$ cat src/rtl/sb_pkg.sv
// Shared sideband constants and types. The framing and serializer stages both
// use them, so phase width and dead time are defined in one place.
package sb_pkg;

    localparam int SB_PKT_W  = 64;
    localparam int SB_GAP_UI = 32;

    typedef enum logic [1:0] {
        IDLE  = 2'd0,
        SHIFT = 2'd1,
        GAP   = 2'd2
    } sb_ser_state_e;

endpackage

$ cat src/rtl/sb_tx_serializer_if.sv
// Link between the sideband framing stage (master) and the TX serializer (slave),
// plus the serial lane outputs.
interface sb_tx_serializer_if #(
    parameter int PKT_W = sb_pkg::SB_PKT_W
);

    // Handshake: a phase transfers on a rising clock edge where i_packet_valid=1
    // and o_ser_done=1 (ready). The master holds i_packet and i_packet_valid
    // stable until that edge. Valid without ready has no effect.
    logic [PKT_W-1:0] i_packet;
    logic             i_packet_valid;
    logic             o_ser_done;
    logic             o_txdata;
    logic             o_clk_en;

    modport master (
        output i_packet,
        output i_packet_valid,
        input  o_ser_done,
        input  o_txdata,
        input  o_clk_en
    );

    modport slave (
        input  i_packet,
        input  i_packet_valid,
        output o_ser_done,
        output o_txdata,
        output o_clk_en
    );

endinterface

$ cat src/rtl/sb_tx_serializer.sv
// Sideband TX serializer. Shifts one framed phase out LSB-first at one bit per
// clock, then holds the lane low for the mandatory dead time before taking the next phase.
module sb_tx_serializer
    import sb_pkg::*;
#(
    parameter int PKT_W  = SB_PKT_W,
    parameter int GAP_UI = SB_GAP_UI
) (
    input  logic              i_clk,
    input  logic              i_rst_n,
    sb_tx_serializer_if.slave sb,
    output sb_ser_state_e     o_state
);

    localparam int BIT_W = $clog2(PKT_W);
    localparam int GAP_W = $clog2(GAP_UI);
    localparam logic [BIT_W-1:0] BIT_LAST = BIT_W'(PKT_W - 1);
    localparam logic [GAP_W-1:0] GAP_LAST = GAP_W'(GAP_UI - 1);

    sb_ser_state_e    state_q, state_d;
    logic [PKT_W-1:0] shift_q, shift_d;
    logic [BIT_W-1:0] bit_cnt_q, bit_cnt_d;
    logic [GAP_W-1:0] gap_cnt_q, gap_cnt_d;
    logic             txdata_q, txdata_d;
    logic             clk_en_q, clk_en_d;
    logic             ser_done_q, ser_done_d;
    logic             load;

    always_ff @(posedge i_clk or negedge i_rst_n) begin
        if (!i_rst_n) begin
            state_q    <= IDLE;
            shift_q    <= '0;
            bit_cnt_q  <= '0;
            gap_cnt_q  <= '0;
            txdata_q   <= 1'b0;
            clk_en_q   <= 1'b0;
            ser_done_q <= 1'b1;
        end else begin
            state_q    <= state_d;
            shift_q    <= shift_d;
            bit_cnt_q  <= bit_cnt_d;
            gap_cnt_q  <= gap_cnt_d;
            txdata_q   <= txdata_d;
            clk_en_q   <= clk_en_d;
            ser_done_q <= ser_done_d;
        end
    end

    always_comb begin
        state_d   = state_q;
        shift_d   = shift_q;
        bit_cnt_d = bit_cnt_q;
        gap_cnt_d = gap_cnt_q;
        txdata_d  = 1'b0;
        clk_en_d  = 1'b0;
        load      = 1'b0;

        case (state_q)
            IDLE: begin
                load = sb.i_packet_valid;
            end
            SHIFT: begin
                // Lane output is registered, so it trails the state by one cycle.
                txdata_d = shift_q[0];
                clk_en_d = 1'b1;
                shift_d  = shift_q >> 1;
                if (bit_cnt_q == BIT_LAST) begin
                    state_d   = GAP;
                    gap_cnt_d = '0;
                end else begin
                    bit_cnt_d = bit_cnt_q + 1'b1;
                end
            end
            GAP: begin
                if (gap_cnt_q == GAP_LAST) begin
                    load = sb.i_packet_valid;
                    if (!sb.i_packet_valid) begin
                        state_d = IDLE;
                    end
                end else begin
                    gap_cnt_d = gap_cnt_q + 1'b1;
                end
            end
            default: begin
                state_d = IDLE;
            end
        endcase

        if (load) begin
            shift_d   = sb.i_packet;
            bit_cnt_d = '0;
            state_d   = SHIFT;
        end

        // Ready is derived from the next state so it is high exactly while the
        // registered state is IDLE or on the last dead-time cycle.
        ser_done_d = (state_d == IDLE) || ((state_d == GAP) && (gap_cnt_d == GAP_LAST));
    end

    assign sb.o_ser_done = ser_done_q;
    assign sb.o_txdata   = txdata_q;
    assign sb.o_clk_en   = clk_en_q;
    assign o_state       = state_q;

endmodule

$ cat src/flat_wrapper.sv
// flat-port wrapper written by rule: the top's interface ports become plain ports
module sb_tx_serializer_flat import sb_pkg::*;
#(
    parameter int PKT_W  = SB_PKT_W,
    parameter int GAP_UI = SB_GAP_UI
)
  (i_clk, i_rst_n, o_state, sb_i_packet, sb_i_packet_valid, sb_o_ser_done, sb_o_txdata, sb_o_clk_en);
  sb_tx_serializer_if #(.PKT_W(PKT_W)) sb_i ();
  input  logic i_clk;
  input  logic i_rst_n;
  output sb_ser_state_e o_state;
  input wire logic [$bits(sb_i.i_packet)-1:0] sb_i_packet;
  input wire logic [$bits(sb_i.i_packet_valid)-1:0] sb_i_packet_valid;
  output wire logic [$bits(sb_i.o_ser_done)-1:0] sb_o_ser_done;
  output wire logic [$bits(sb_i.o_txdata)-1:0] sb_o_txdata;
  output wire logic [$bits(sb_i.o_clk_en)-1:0] sb_o_clk_en;
  assign sb_i.i_packet = sb_i_packet;
  assign sb_i.i_packet_valid = sb_i_packet_valid;
  assign sb_o_ser_done = sb_i.o_ser_done;
  assign sb_o_txdata = sb_i.o_txdata;
  assign sb_o_clk_en = sb_i.o_clk_en;
  sb_tx_serializer #(.PKT_W(PKT_W), .GAP_UI(GAP_UI)) u_core (.i_clk(i_clk), .i_rst_n(i_rst_n), .sb(sb_i), .o_state(o_state));
endmodule
$ cat config.mk
export PLATFORM = sky130hd
export DESIGN_NAME = sb_tx_serializer_flat
export DESIGN_NICKNAME = d
export VERILOG_FILES = /design/src/rtl/sb_pkg.sv /design/src/rtl/sb_tx_serializer_if.sv /design/src/rtl/sb_tx_serializer.sv /design/src/flat_wrapper.sv
export SDC_FILE = /design/constraint.sdc
export NUM_CORES = 1
export LEC_CHECK = 0
export BUFFER_PORTS_ARGS = -buffer_cell sky130_fd_sc_hd__buf_2
export CORE_UTILIZATION = 50
export CTS_BUF_LIST = sky130_fd_sc_hd__clkbuf_8 sky130_fd_sc_hd__clkbuf_16
export DETAILED_ROUTE_END_ITERATION = 10
export MAX_ROUTING_LAYER = met4
export PLACE_DENSITY_LB_ADDON = 0.15
export SYNTH_ARGS = -nofsm -noshare
export SYNTH_HDL_FRONTEND = slang
export SYNTH_SLANG_ARGS = --single-unit
$ cat constraint.sdc
create_clock -name i_clk -period 6.2 [get_ports i_clk]
set_input_delay 1.24 -clock i_clk [delete_from_list [all_inputs] [get_ports i_clk]]
set_output_delay 1.24 -clock i_clk [all_outputs]
set_load 0.02 [all_outputs]
# Word-level counts from Yosys, hierarchy flattened
# Cells that the tools add are included.
# totals
register_bits	80
in_bits	67
output_inout_bits	5
wordCells	39
# op_classes
n_addsub	2
eq_ne	7
n_mux	17
n_reduce_logical	6
# op_table
operator	count
64-bit 2-to-1 mux	2
6-bit 2-to-1 mux	3
5-bit == test, second input constant	2
5-bit 2-to-1 mux	2
5-bit one-hot mux with 2 select lines	1
2-bit 2-to-1 mux	4
6-bit by 1-bit adder with 6-bit output, second input constant	1
6-bit == test, second input constant	1
2-bit one-hot mux with 3 select lines	1
5-bit by 1-bit adder with 5-bit output, second input constant	1
2-bit == test, second input constant	2
2-bit zero test	2
1-bit 2-to-1 mux	3
2-bit by 1-bit == test with 1-bit output, second input constant	1
2-bit by 1-bit != test with 1-bit output, second input constant	1
1-bit one-hot mux with 2 select lines	1
2-bit AND reduction	1
2-bit nonzero test	1
1-bit logical AND	1
1-bit logical OR	1

# Longest topological paths before layout
# Gate-level depths: netlist (run 1).
# logic_depth
ltp_word	7
ltp_mapped	10
mapped_depth_nobuf	7

# Least setup slack after synthesis (run 1)
# No wires, ideal clock.
# synth_path
kind	flip-flop to flip-flop
from	register u_core.state_q[0], in the netlist u_core.o_state[0]
to	register u_core.bit_cnt_q[2]
setup_ps	78
arrival_ps	2107
required_ps	6122
setup_slack_ps	4016
stages_incl_launch_ff	11
path_buffers	3
period_less_slack_ps	2184
cell_sequence	dfrtp_1 -> inv_1 -> ha_1 -> buf_2 -> inv_1 -> o21ai_4 -> and2_1 -> buf_2 -> buf_4 -> o32ai_1 -> o2bb2ai_1
# synth_between
elab_chain_len	4
elab_cells_between_ends	8
classes_between	3 x eq/ne; 2 x mux; 3 x reduce/logical
# synth_rtl
item	line_no	rtl
start, declared	sb_tx_serializer.sv:20	sb_ser_state_e state_q, state_d;
start signal, assigned	sb_tx_serializer.sv:39	state_q <= state_d;
2-bit == test or 2-bit zero test (tied branches)	sb_tx_serializer.sv:58	case (state_q)
1-bit one-hot mux with 2 select lines	sb_tx_serializer.sv:58	
2-bit by 1-bit != test with 1-bit output (no source line) or 2-bit nonzero test (tied branches)	n/a	
2-bit AND reduction (no source line)	n/a	
end signal, assigned	sb_tx_serializer.sv:41	bit_cnt_q <= bit_cnt_d;
end, declared	sb_tx_serializer.sv:22	logic [BIT_W-1:0] bit_cnt_q, bit_cnt_d;
# Parallel ways exist; a longest one is shown, timed or not.
# A chain may end at the register's enable or synchronous reset.

# Worst setup path in the final report (run 1)
# layout_path
from	register u_core.state_q[0], in the netlist u_core.o_state[0]
to	register u_core.shift_q[2]
# layout_between
elab_chain_len	3
elab_cells_between_ends	6
classes_between	2 x eq/ne; 2 x mux; 2 x reduce/logical
# layout_rtl
item	line_no	rtl
2-bit == test or 2-bit zero test (tied branches)	sb_tx_serializer.sv:58	
1-bit one-hot mux with 2 select lines	sb_tx_serializer.sv:58	
64-bit 2-to-1 mux or 2-bit nonzero test (tied branches)	n/a	
end signal, assigned	sb_tx_serializer.sv:40	shift_q <= shift_d;
end, declared	sb_tx_serializer.sv:21	logic [PKT_W-1:0] shift_q, shift_d;
# Parallel ways exist; a longest one is shown, timed or not.

==> metrics.yaml, run 1 <==
route:
  drt_iter0_drc: 199
  vias: 3305
  routed_wl_um: 8130
  antenna_left: 0
  wl_per_cell_um: 13.4
  routed_via_density: 5.44
  drc: 0
  first_pass_iters: 4
global_routing:
  grt_first_pass_wirelength_um: 13800
  grt_pass1_vias: 3034
  top_usage_layer: "met2"
  grt.total_usage_pct: 22.0
  grt_max_degree: 128
  grt-ovfl-total: 0
  met2_usage_pct: 33.7
  antenna_found_initial: 0
  use_met1_pct: 28.6
  met3_usage_pct: 6.35
critical_path:
  worst-r2r-cell-count: 7
  worstPathArrival_ns: 3.03
  reg2reg_to: "u_core.shift_q[2]$_DFFE_PN0P_"
  crit_start: "u_core.o_state[0]$_DFF_PN0_"
  rr_startpoint: "u_core.o_state[0]$_DFF_PN0_"
  cp.required_ns: 6.36
  startpoint_type: "register"
  crit_path_end: "u_core.shift_q[2]$_DFFE_PN0P_"
  cp_max_fo: 127
  end_kind: "register"
  crit_type: "register to register"
  regToRegSetupSlack_ns: 3.33
floorplanning:
  die_height_um: 89.7
  dieArea_um2: 8050
  rows: 31
  start_util_pct: 52.5
  core_area_um2: 7330
  die_x_um: 89.7
  ios: 72
pwr:
  p_per_area_nw_per_um2: 484
  ir_worst_vdd_uv: 444
  leakagePower_uw: 0.00204
clocking:
  cts.sinks: 80
  h-tree-depth: 3
  cts_buffers: 9
  root_buffer: "clkbuf_8"
  tritoncts: "yes"
  clk_pin_slew_ns: 0.08
  post-cts-setup-buffers: 0
  clkLatencyLatePin_ns: 0.35
  cts_buffer_depth: 2
  postCtsResizedCells: 0
  cts_hold_buf: 0
sta:
  finalCriticalPeriod_ns: 2.87
  skew_ns: 0.00913
  slew_headroom_pct: 26.4
  final-hold-violation-count: 0
  post-route-period-util_pct: 46.3
  fmax_mhz: 348
  rsz0062_at_grt: "false"
  max_slew.worst_pin.slew_ns: 1.10
  slew_viol_final: 0
  finalSetupViolCount: 0
  fin_tns_setup_ns: 0
layout:
  fill_cells: 681
  final_layout_size_suffix_gt1_share_pct: 19.3
  area_growth_pct: 14.6
  diodes: 0
  final_net_count: 578
  utilization_pct: 60.2
logic_synthesis:
  synth.avg_cell_area_um2: 8.57
  yosysTopAreaCell: "dfrtp_1"
  synthCells: 449
  syn_area_um2: 3850
  synthArstFlopShare_pct: 100
  yosys_warnings: 0
  synth-seq-cells: 80
  synth.top_cell.area_share_pct: 51.4
  synth.yosys.seq_area_share_pct: 52.0
  synthFlopType: "dfrtp_1"
  ys_types: 41
  syn_nets: 522
  synth_area_leaders: "dfrtp_1 (51%), nand2_1 (14%), a31oi_1 (10%), nor2_1 (6.5%), buf_2 (2.3%)"
  synth_edf_count: 0
place:
  port_buffers: 71
  place.gp.congestion: 0.896
  hpwlAfterDp_um: 5220
hold_path:
  hp-class: "register to register"
status:
  outcome: "finished, final reports clean"
run:
  max_cap_violations: 0
-- state kept, by name, indices dropped and copies added (netlist names) --
signal / cells
u_core.o_state: 2
u_core.sb.o_clk_en: 1
u_core.shift_q: 64
u_core.bit_cnt_q: 6
u_core.gap_cnt_q: 5
u_core.sb.o_txdata: 1
u_core.sb.o_ser_done: 1
-- stage by stage --
step	hold slack (ns)	setup slack, ns	total power, µW	instance area (µm²)	std cells
floorplan	0.459	4.02	1590	3850	449
global placement	0.480	3.44	1730	4220	593
detailed placement	0.472	3.32	1770	4220	593
CTS	0.491	3.32	2160	4410	608
global route	0.525	3.06	2320	4410	608
finish	0.490	3.33	2130	4410	608
-- cells by family after synthesis --
| logic type | after synthesis | share of synthesized area, % |
|---|---|---|
| flops | 80 | 52.0 |
| simple gates | 228 | 23.6 |
| xor+xnor | 1 | 0.228 |
| buf+inv | 35 | 4.49 |
| mux | 2 | 0.585 |
| fa+ha+maj | 6 | 1.95 |
| compound gates | 97 | 17.1 |
-- synthesized netlist by cell type, types with 2 or more instances --
| library cell | number |
|---|---|
| a21o_1 | 2 |
| mux2_2 | 2 |
| nand2_1 | 143 |
| clkbuf_1 | 6 |
| o21ai_0 | 5 |
| nor3_1 | 2 |
| buf_4 | 5 |
| a211o_1 | 2 |
| a21oi_1 | 4 |
| and2_1 | 2 |
| o2bb2ai_1 | 3 |
| o31ai_1 | 2 |
| dfrtp_1 | 79 |
| ha_1 | 6 |
| buf_2 | 18 |
| nand3_1 | 7 |
| o211ai_1 | 2 |
| a31oi_1 | 64 |
| nand2b_1 | 2 |
| inv_1 | 6 |
| nor2_1 | 67 |
-- placed cells by master, fill, tap and decap left out, types with 2 or more instances in the layout --
| cell | instances |
|---|---|
| clkbuf_8 | 10 |
| a31oi_1 | 64 |
| a21oi_1 | 4 |
| o211ai_1 | 2 |
| clkinv_2 | 2 |
| a21o_1 | 2 |
| nor2_1 | 67 |
| nand2b_1 | 2 |
| o31ai_1 | 2 |
| nand2_1 | 142 |
| mux2_2 | 2 |
| inv_1 | 6 |
| o2bb2ai_1 | 3 |
| o21ai_0 | 5 |
| nor3_1 | 2 |
| nand3_1 | 7 |
| dfrtp_1 | 79 |
| buf_4 | 4 |
| ha_1 | 6 |
| buf_2 | 70 |
| clkinv_4 | 2 |
| a211o_1 | 2 |
-- worst max-delay path: stages, from the launching register on --
cell and delay (ns):
dfrtp_1 0.46, inv_1 0.24, ha_1 0.36, inv_1 0.15
o21ai_4 0.24, a31o_4 0.18, buf_4 0.81, a31oi_1 0.22
-- where the power goes --
group | total (µW) | switching [µW] | internal, µW | leakage, µW
Clock | 383 | 189 | 195 | 0.000102
Sequential | 908 | 136 | 772 | 0.000927
Combinational | 842 | 522 | 320 | 0.00102
Total | 2130 | 846 | 1290 | 0.00204
-- routing by layer --
metal / up-vias / wire [µm] / part of all wire, %
li1: 1642 / - / -
met1: 1579 / 3930 / 48
met2: 72 / 3750 / 46
met3: 12 / 361 / 4.4
met4: 0 / 91 / 1.1
met5: - / 0 / 0
-- layout make-up --
cell class / instances / area (µm²) / share of cell area (%)
sequential: 80 / 2000 / 45.4
multi-input combinational: 334 / 1690 / 38.2
timing repair buffer: 74 / 380 / 8.62
clock buffer: 10 / 138 / 3.12
tap: 99 / 124 / 2.81
clock inverter: 5 / 57.6 / 1.30
inverter: 6 / 22.5 / 0.511
-- worst min path at each step --
stage / slack [ns] / cells after the start / to / from
after CTS: 0.49 / 1 / u_core.sb.o_txdata$_DFF_PN0_ / u_core.shift_q[0]$_DFFE_PN0P_
after global placement: 0.48 / 1 / u_core.sb.o_txdata$_DFF_PN0_ / u_core.shift_q[0]$_DFFE_PN0P_
after floorplan: 0.46 / 1 / u_core.sb.o_txdata$_DFF_PN0_ / u_core.shift_q[0]$_DFFE_PN0P_
after detailed placement: 0.47 / 1 / u_core.sb.o_txdata$_DFF_PN0_ / u_core.shift_q[0]$_DFFE_PN0P_
after global routing: 0.53 / 1 / u_core.sb.o_txdata$_DFF_PN0_ / u_core.shift_q[0]$_DFFE_PN0P_
final: 0.49 / 1 / u_core.sb.o_txdata$_DFF_PN0_ / u_core.shift_q[0]$_DFFE_PN0P_
Power figures use the tool's default switching activity.
==> run 2: changes to the inputs <==
Clock period 6.2 ns to 2.9 ns, I/O delays scaled along.
==> metrics.yaml, run 2 (synthesized netlist as in run 1, its figures left out) <==
status:
  outcome: "finished, final reports clean"
clocking:
  postCtsResizedCells: 0
  cts_buffers: 9
  post-cts-setup-buffers: 0
  cts_buffer_depth: 2
  tritoncts: "yes"
  clk_pin_slew_ns: 0.09
  h-tree-depth: 3
  cts_hold_buf: 0
  clkLatencyLatePin_ns: 0.35
  cts.sinks: 80
  root_buffer: "clkbuf_8"
route:
  routed_via_density: 5.39
  vias: 3286
  wl_per_cell_um: 13.2
  first_pass_iters: 5
  routed_wl_um: 8020
  antenna_left: 0
  drc: 0
  drt_iter0_drc: 180
sta:
  max_slew.worst_pin.slew_ns: 0.982
  finalSetupViolCount: 0
  fmax_mhz: 399
  slew_headroom_pct: 34.5
  finalCriticalPeriod_ns: 2.51
  post-route-period-util_pct: 86.4
  skew_ns: 0.00796
  fin_tns_setup_ns: 0
  slew_viol_final: 0
  rsz0062_at_grt: "false"
  final-hold-violation-count: 0
layout:
  reg_top3: "u_core.shift_q x64, u_core.bit_cnt_q x6, u_core.gap_cnt_q x5"
  fill_cells: 657
  layout_commonest_cell: "nand2_1"
  area_growth_pct: 15.7
  largest_register_ffs: 64
  final_layout_size_suffix_gt1_share_pct: 19.6
  layout_common_cells: "nand2_1 (142), dfrtp_1 (79), buf_2 (70)"
  final_net_count: 579
  largest_register: "u_core.shift_q"
  diodes: 0
floorplanning:
  ios: 72
  die_height_um: 89.7
  die_x_um: 89.7
  rows: 31
  dieArea_um2: 8050
  start_util_pct: 52.5
  core_area_um2: 7330
critical_path:
  crit_type: "register to register"
  cp_max_fo: 17
  worstPathArrival_ns: 2.78
  end_kind: "register"
  startpoint_type: "register"
  cp.required_ns: 3.18
place:
  hpwlAfterDp_um: 5260
  port_buffers: 71
  place.gp.congestion: 0.834
pwr:
  ir_worst_vdd_uv: 1020
  leakagePower_uw: 0.00205
  design_power_total_uw: 4610
  p_per_area_nw_per_um2: 1040
global_routing:
  grt_max_degree: 128
  grt.total_usage_pct: 22.1
  grt_first_pass_wirelength_um: 14100
  grt_pass1_vias: 3178
  antenna_found_initial: 0
  grt-ovfl-total: 0
run:
  max_cap_violations: 0
hold_path:
  hp-class: "input pin to async pin"
[run 2: cell count changes in the layout (fill, tap and decap cells not counted)]
| cell | previous run | this run |
|---|---|---|
| inv_6 | 0 | 1 |
| clkinv_4 | 2 | 1 |
| buf_12 | 0 | 2 |
| clkinvlp_4 | 0 | 2 |
| clkinv_2 | 2 | 1 |
| buf_4 | 4 | 3 |
[run 2: routing by layer]
layer	global-route usage, %	part of all wire, %
met3	3.72	4.2
met4	9.29	1.4
met2	33.7	48
met5	-	0
met1	29.5	46
[run 2: worst paths after layout]
path                       cells past startpoint                        endpoint  slack [ns]                     startpoint
setup / recovery                               8  u_core.shift_q[40]$_DFFE_PN0P_        0.39    u_core.o_state[0]$_DFF_PN0_
hold / removal                                 1  u_core.shift_q[53]$_DFFE_PN0P_        0.37                        i_rst_n
setup reg to reg                               8  u_core.shift_q[40]$_DFFE_PN0P_        0.39    u_core.o_state[0]$_DFF_PN0_
hold reg to reg                                1    u_core.sb.o_txdata$_DFF_PN0_        0.50  u_core.shift_q[0]$_DFFE_PN0P_
max in group asynchronous                      1  u_core.shift_q[31]$_DFFE_PN0P_        1.89                        i_rst_n
min in group i_clk                             3  u_core.shift_q[12]$_DFFE_PN0P_        0.47                sb_i_packet[12]
[run 2: cell type report]
cell class                 instances  area (µm²)  share of cell area, %
sequential                        80        2000                   45.0
multi-input combinational        334        1690                   37.8
timing repair buffer              75         413                   9.27
clock buffer                      10         138                   3.09
tap                               99         124                   2.78
clock inverter                     6        67.6                   1.52
inverter                           6        22.5                  0.506
[run 2: worst max-delay path, cell delays in order, from the launching register on]
cell and delay (ns):
dfrtp_1 0.47, inv_1 0.24, ha_1 0.36, inv_1 0.15
o21ai_4 0.25, and2_2 0.41, buf_4 0.28, nand2_1 0.08
a31oi_1 0.17
[run 2: per-stage QoR]
step                setup WS, ns  hold slack, ns  cells  utilization, %  cell area [µm²]
floorplan                  0.716           0.284    449               -             3850
global placement           0.555           0.472    594            57.9             4250
detailed placement         0.389           0.482    594            57.9             4250
CTS                        0.391           0.421    610            60.7             4450
global route               0.173           0.464    610            60.7             4450
finish                     0.393           0.370    610            60.7             4450
[run 2: where the power goes]
part / total [µW] / leakage, µW / switching, µW / internal [µW]
logic: 1840 / 0.00103 / 1120 / 714
clock network: 841 / 0.0000989 / 417 / 424
registers: 1930 / 0.000927 / 285 / 1650
==> run 3: changes to the inputs <==
Settings changed: CORE_MARGIN set to 2.
==> metrics.yaml, run 3 (synthesized netlist as in run 1, its figures left out) <==
status:
  outcome: "finished, final reports clean"
layout:
  seqCellArea_um2: 2000
  utilization_pct: 60.3
  final_layout_size_suffix_gt1_share_pct: 19.2
  layout_commonest_cell: "nand2_1"
  multi_input_area_um2: 1690
  fill_cells: 696
  layout_common_cells: "nand2_1 (142), dfrtp_1 (79), buf_2 (70)"
  diodes: 0
  final_net_count: 580
  largest_register_ffs: 64
  area_growth_pct: 15.4
  largest_register: "u_core.shift_q"
  reg_top3: "u_core.shift_q x64, u_core.bit_cnt_q x6, u_core.gap_cnt_q x5"
floorplanning:
  dieArea_um2: 8420
  core_area_um2: 7370
  rows: 31
  start_util_pct: 52.2
  ios: 72
  die_x_um: 91.7
  die_height_um: 91.7
route:
  antenna_left: 0
  drt_iter0_drc: 221
  routed_via_density: 5.38
  wl_per_cell_um: 13.2
  vias: 3276
  first_pass_iters: 5
  routed_wl_um: 8060
  drc: 0
sta:
  max_slew.worst_pin.slew_ns: 0.984
  skew_ns: 0.00898
  final-hold-violation-count: 0
  hold_ws_ns: 0.392
  slew_headroom_pct: 34.4
  finalCriticalPeriod_ns: 2.45
  slew_viol_final: 0
  fin_tns_setup_ns: 0
  post-route-period-util_pct: 84.5
  finalSetupViolCount: 0
  rsz0062_at_grt: "false"
  fmax_mhz: 408
global_routing:
  grt.total_usage_pct: 21.1
  grt_max_degree: 81
  met2_usage_pct: 31.9
  grt_first_pass_wirelength_um: 14000
  antenna_found_initial: 0
  use_met1_pct: 28.6
  grt-ovfl-total: 0
  met3_usage_pct: 4.35
  top_usage_layer: "met2"
  grt_pass1_vias: 3101
critical_path:
  cpMostUsedCell: "inv_1"
  crit_buf_inv: 3
  startpoint_type: "register"
  worstPathArrival_ns: 2.66
  crit_type: "register to register"
  critPathTopFamily: "buffers and inverters"
  max_stage_delay_ns: 0.47
  cp_max_fo: 35
  crit_chain: "inv_1 -> ha_1 -> inv_1 -> o21ai_4 -> nand2_2 -> buf_4 -> nand2_1 -> a31oi_1"
  slowest_stage: "dfrtp_1"
  cp.required_ns: 3.11
  end_kind: "register"
pwr:
  leakagePower_uw: 0.00206
  ir_worst_vdd_uv: 734
  p_per_area_nw_per_um2: 1030
clocking:
  root_buffer: "clkbuf_8"
  cts_buffers: 9
  cts_buffer_depth: 2
  tritoncts: "yes"
  postCtsResizedCells: 0
  clkLatencyLatePin_ns: 0.34
  post-cts-setup-buffers: 0
  h-tree-depth: 3
  clk_pin_slew_ns: 0.08
  cts_hold_buf: 0
  cts.sinks: 80
place:
  hpwlAfterDp_um: 5250
  port_buffers: 71
  place.gp.congestion: 0.885
hold_path:
  hp-class: "input pin to async pin"
run:
  max_cap_violations: 0
## run 3: cell types whose count changed in the layout (fill, tap and decap cells not counted), sizes merged
cell / delta
buf: +1
clkbuf: -1
clkinvlp: -1
## run 3: worst paths after layout
kind,startpoint,end,slack [ns],depth (start not counted)
max,u_core.o_state[0]$_DFF_PN0_,u_core.shift_q[1]$_DFFE_PN0P_,0.45,8
min,i_rst_n,u_core.shift_q[51]$_DFFE_PN0P_,0.39,1
max reg2reg,u_core.o_state[0]$_DFF_PN0_,u_core.shift_q[1]$_DFFE_PN0P_,0.45,8
min reg2reg,u_core.shift_q[0]$_DFFE_PN0P_,u_core.sb.o_txdata$_DFF_PN0_,0.50,1
max in group asynchronous,i_rst_n,u_core.shift_q[29]$_DFFE_PN0P_,1.87,1
min in group i_clk,sb_i_packet[51],u_core.shift_q[51]$_DFFE_PN0P_,0.48,3
## run 3: metrics by stage
stage	total power [µW]	cells	cell area, µm²	worst slack, ns
finish	4580	609	4440	0.450
global route	5010	609	4440	0.189
CTS	4630	609	4440	0.424
detailed placement	3850	595	4270	0.450
global placement	3770	595	4270	0.533
floorplan	3410	449	3850	0.716
## run 3: cell type report
cell class	instances	share of cell area, %
Tap cell	99	2.79
Clock buffer	9	2.79
Timing Repair Buffer	76	9.74
Multi-Input combinational cell	334	37.9
Sequential cell	80	45.1
Inverter	6	0.507
Clock inverter	5	1.15
## run 3: routing by layer
layer  wire length [µm]  share of wire [%]
met4                142                1.8
met3                330                4.1
met1               3890                 48
met2               3690                 46
met5                  0                  0
## run 3: power by group
part           leakage (µW)  switching [µW]  internal (µW)
logic               0.00104            1120            748
clock network     0.0000921             386            383
registers          0.000927             291           1650
## run 3: worst register-to-register path: cells and delay by family (launching register included)
family	cells	cell delay (ns)
buffers and inverters	3	0.74
DFF	1	0.47
and+or+nand+nor	2	0.40
adders and majority gates	1	0.36
AOI/OAI and AO/OA	2	0.34
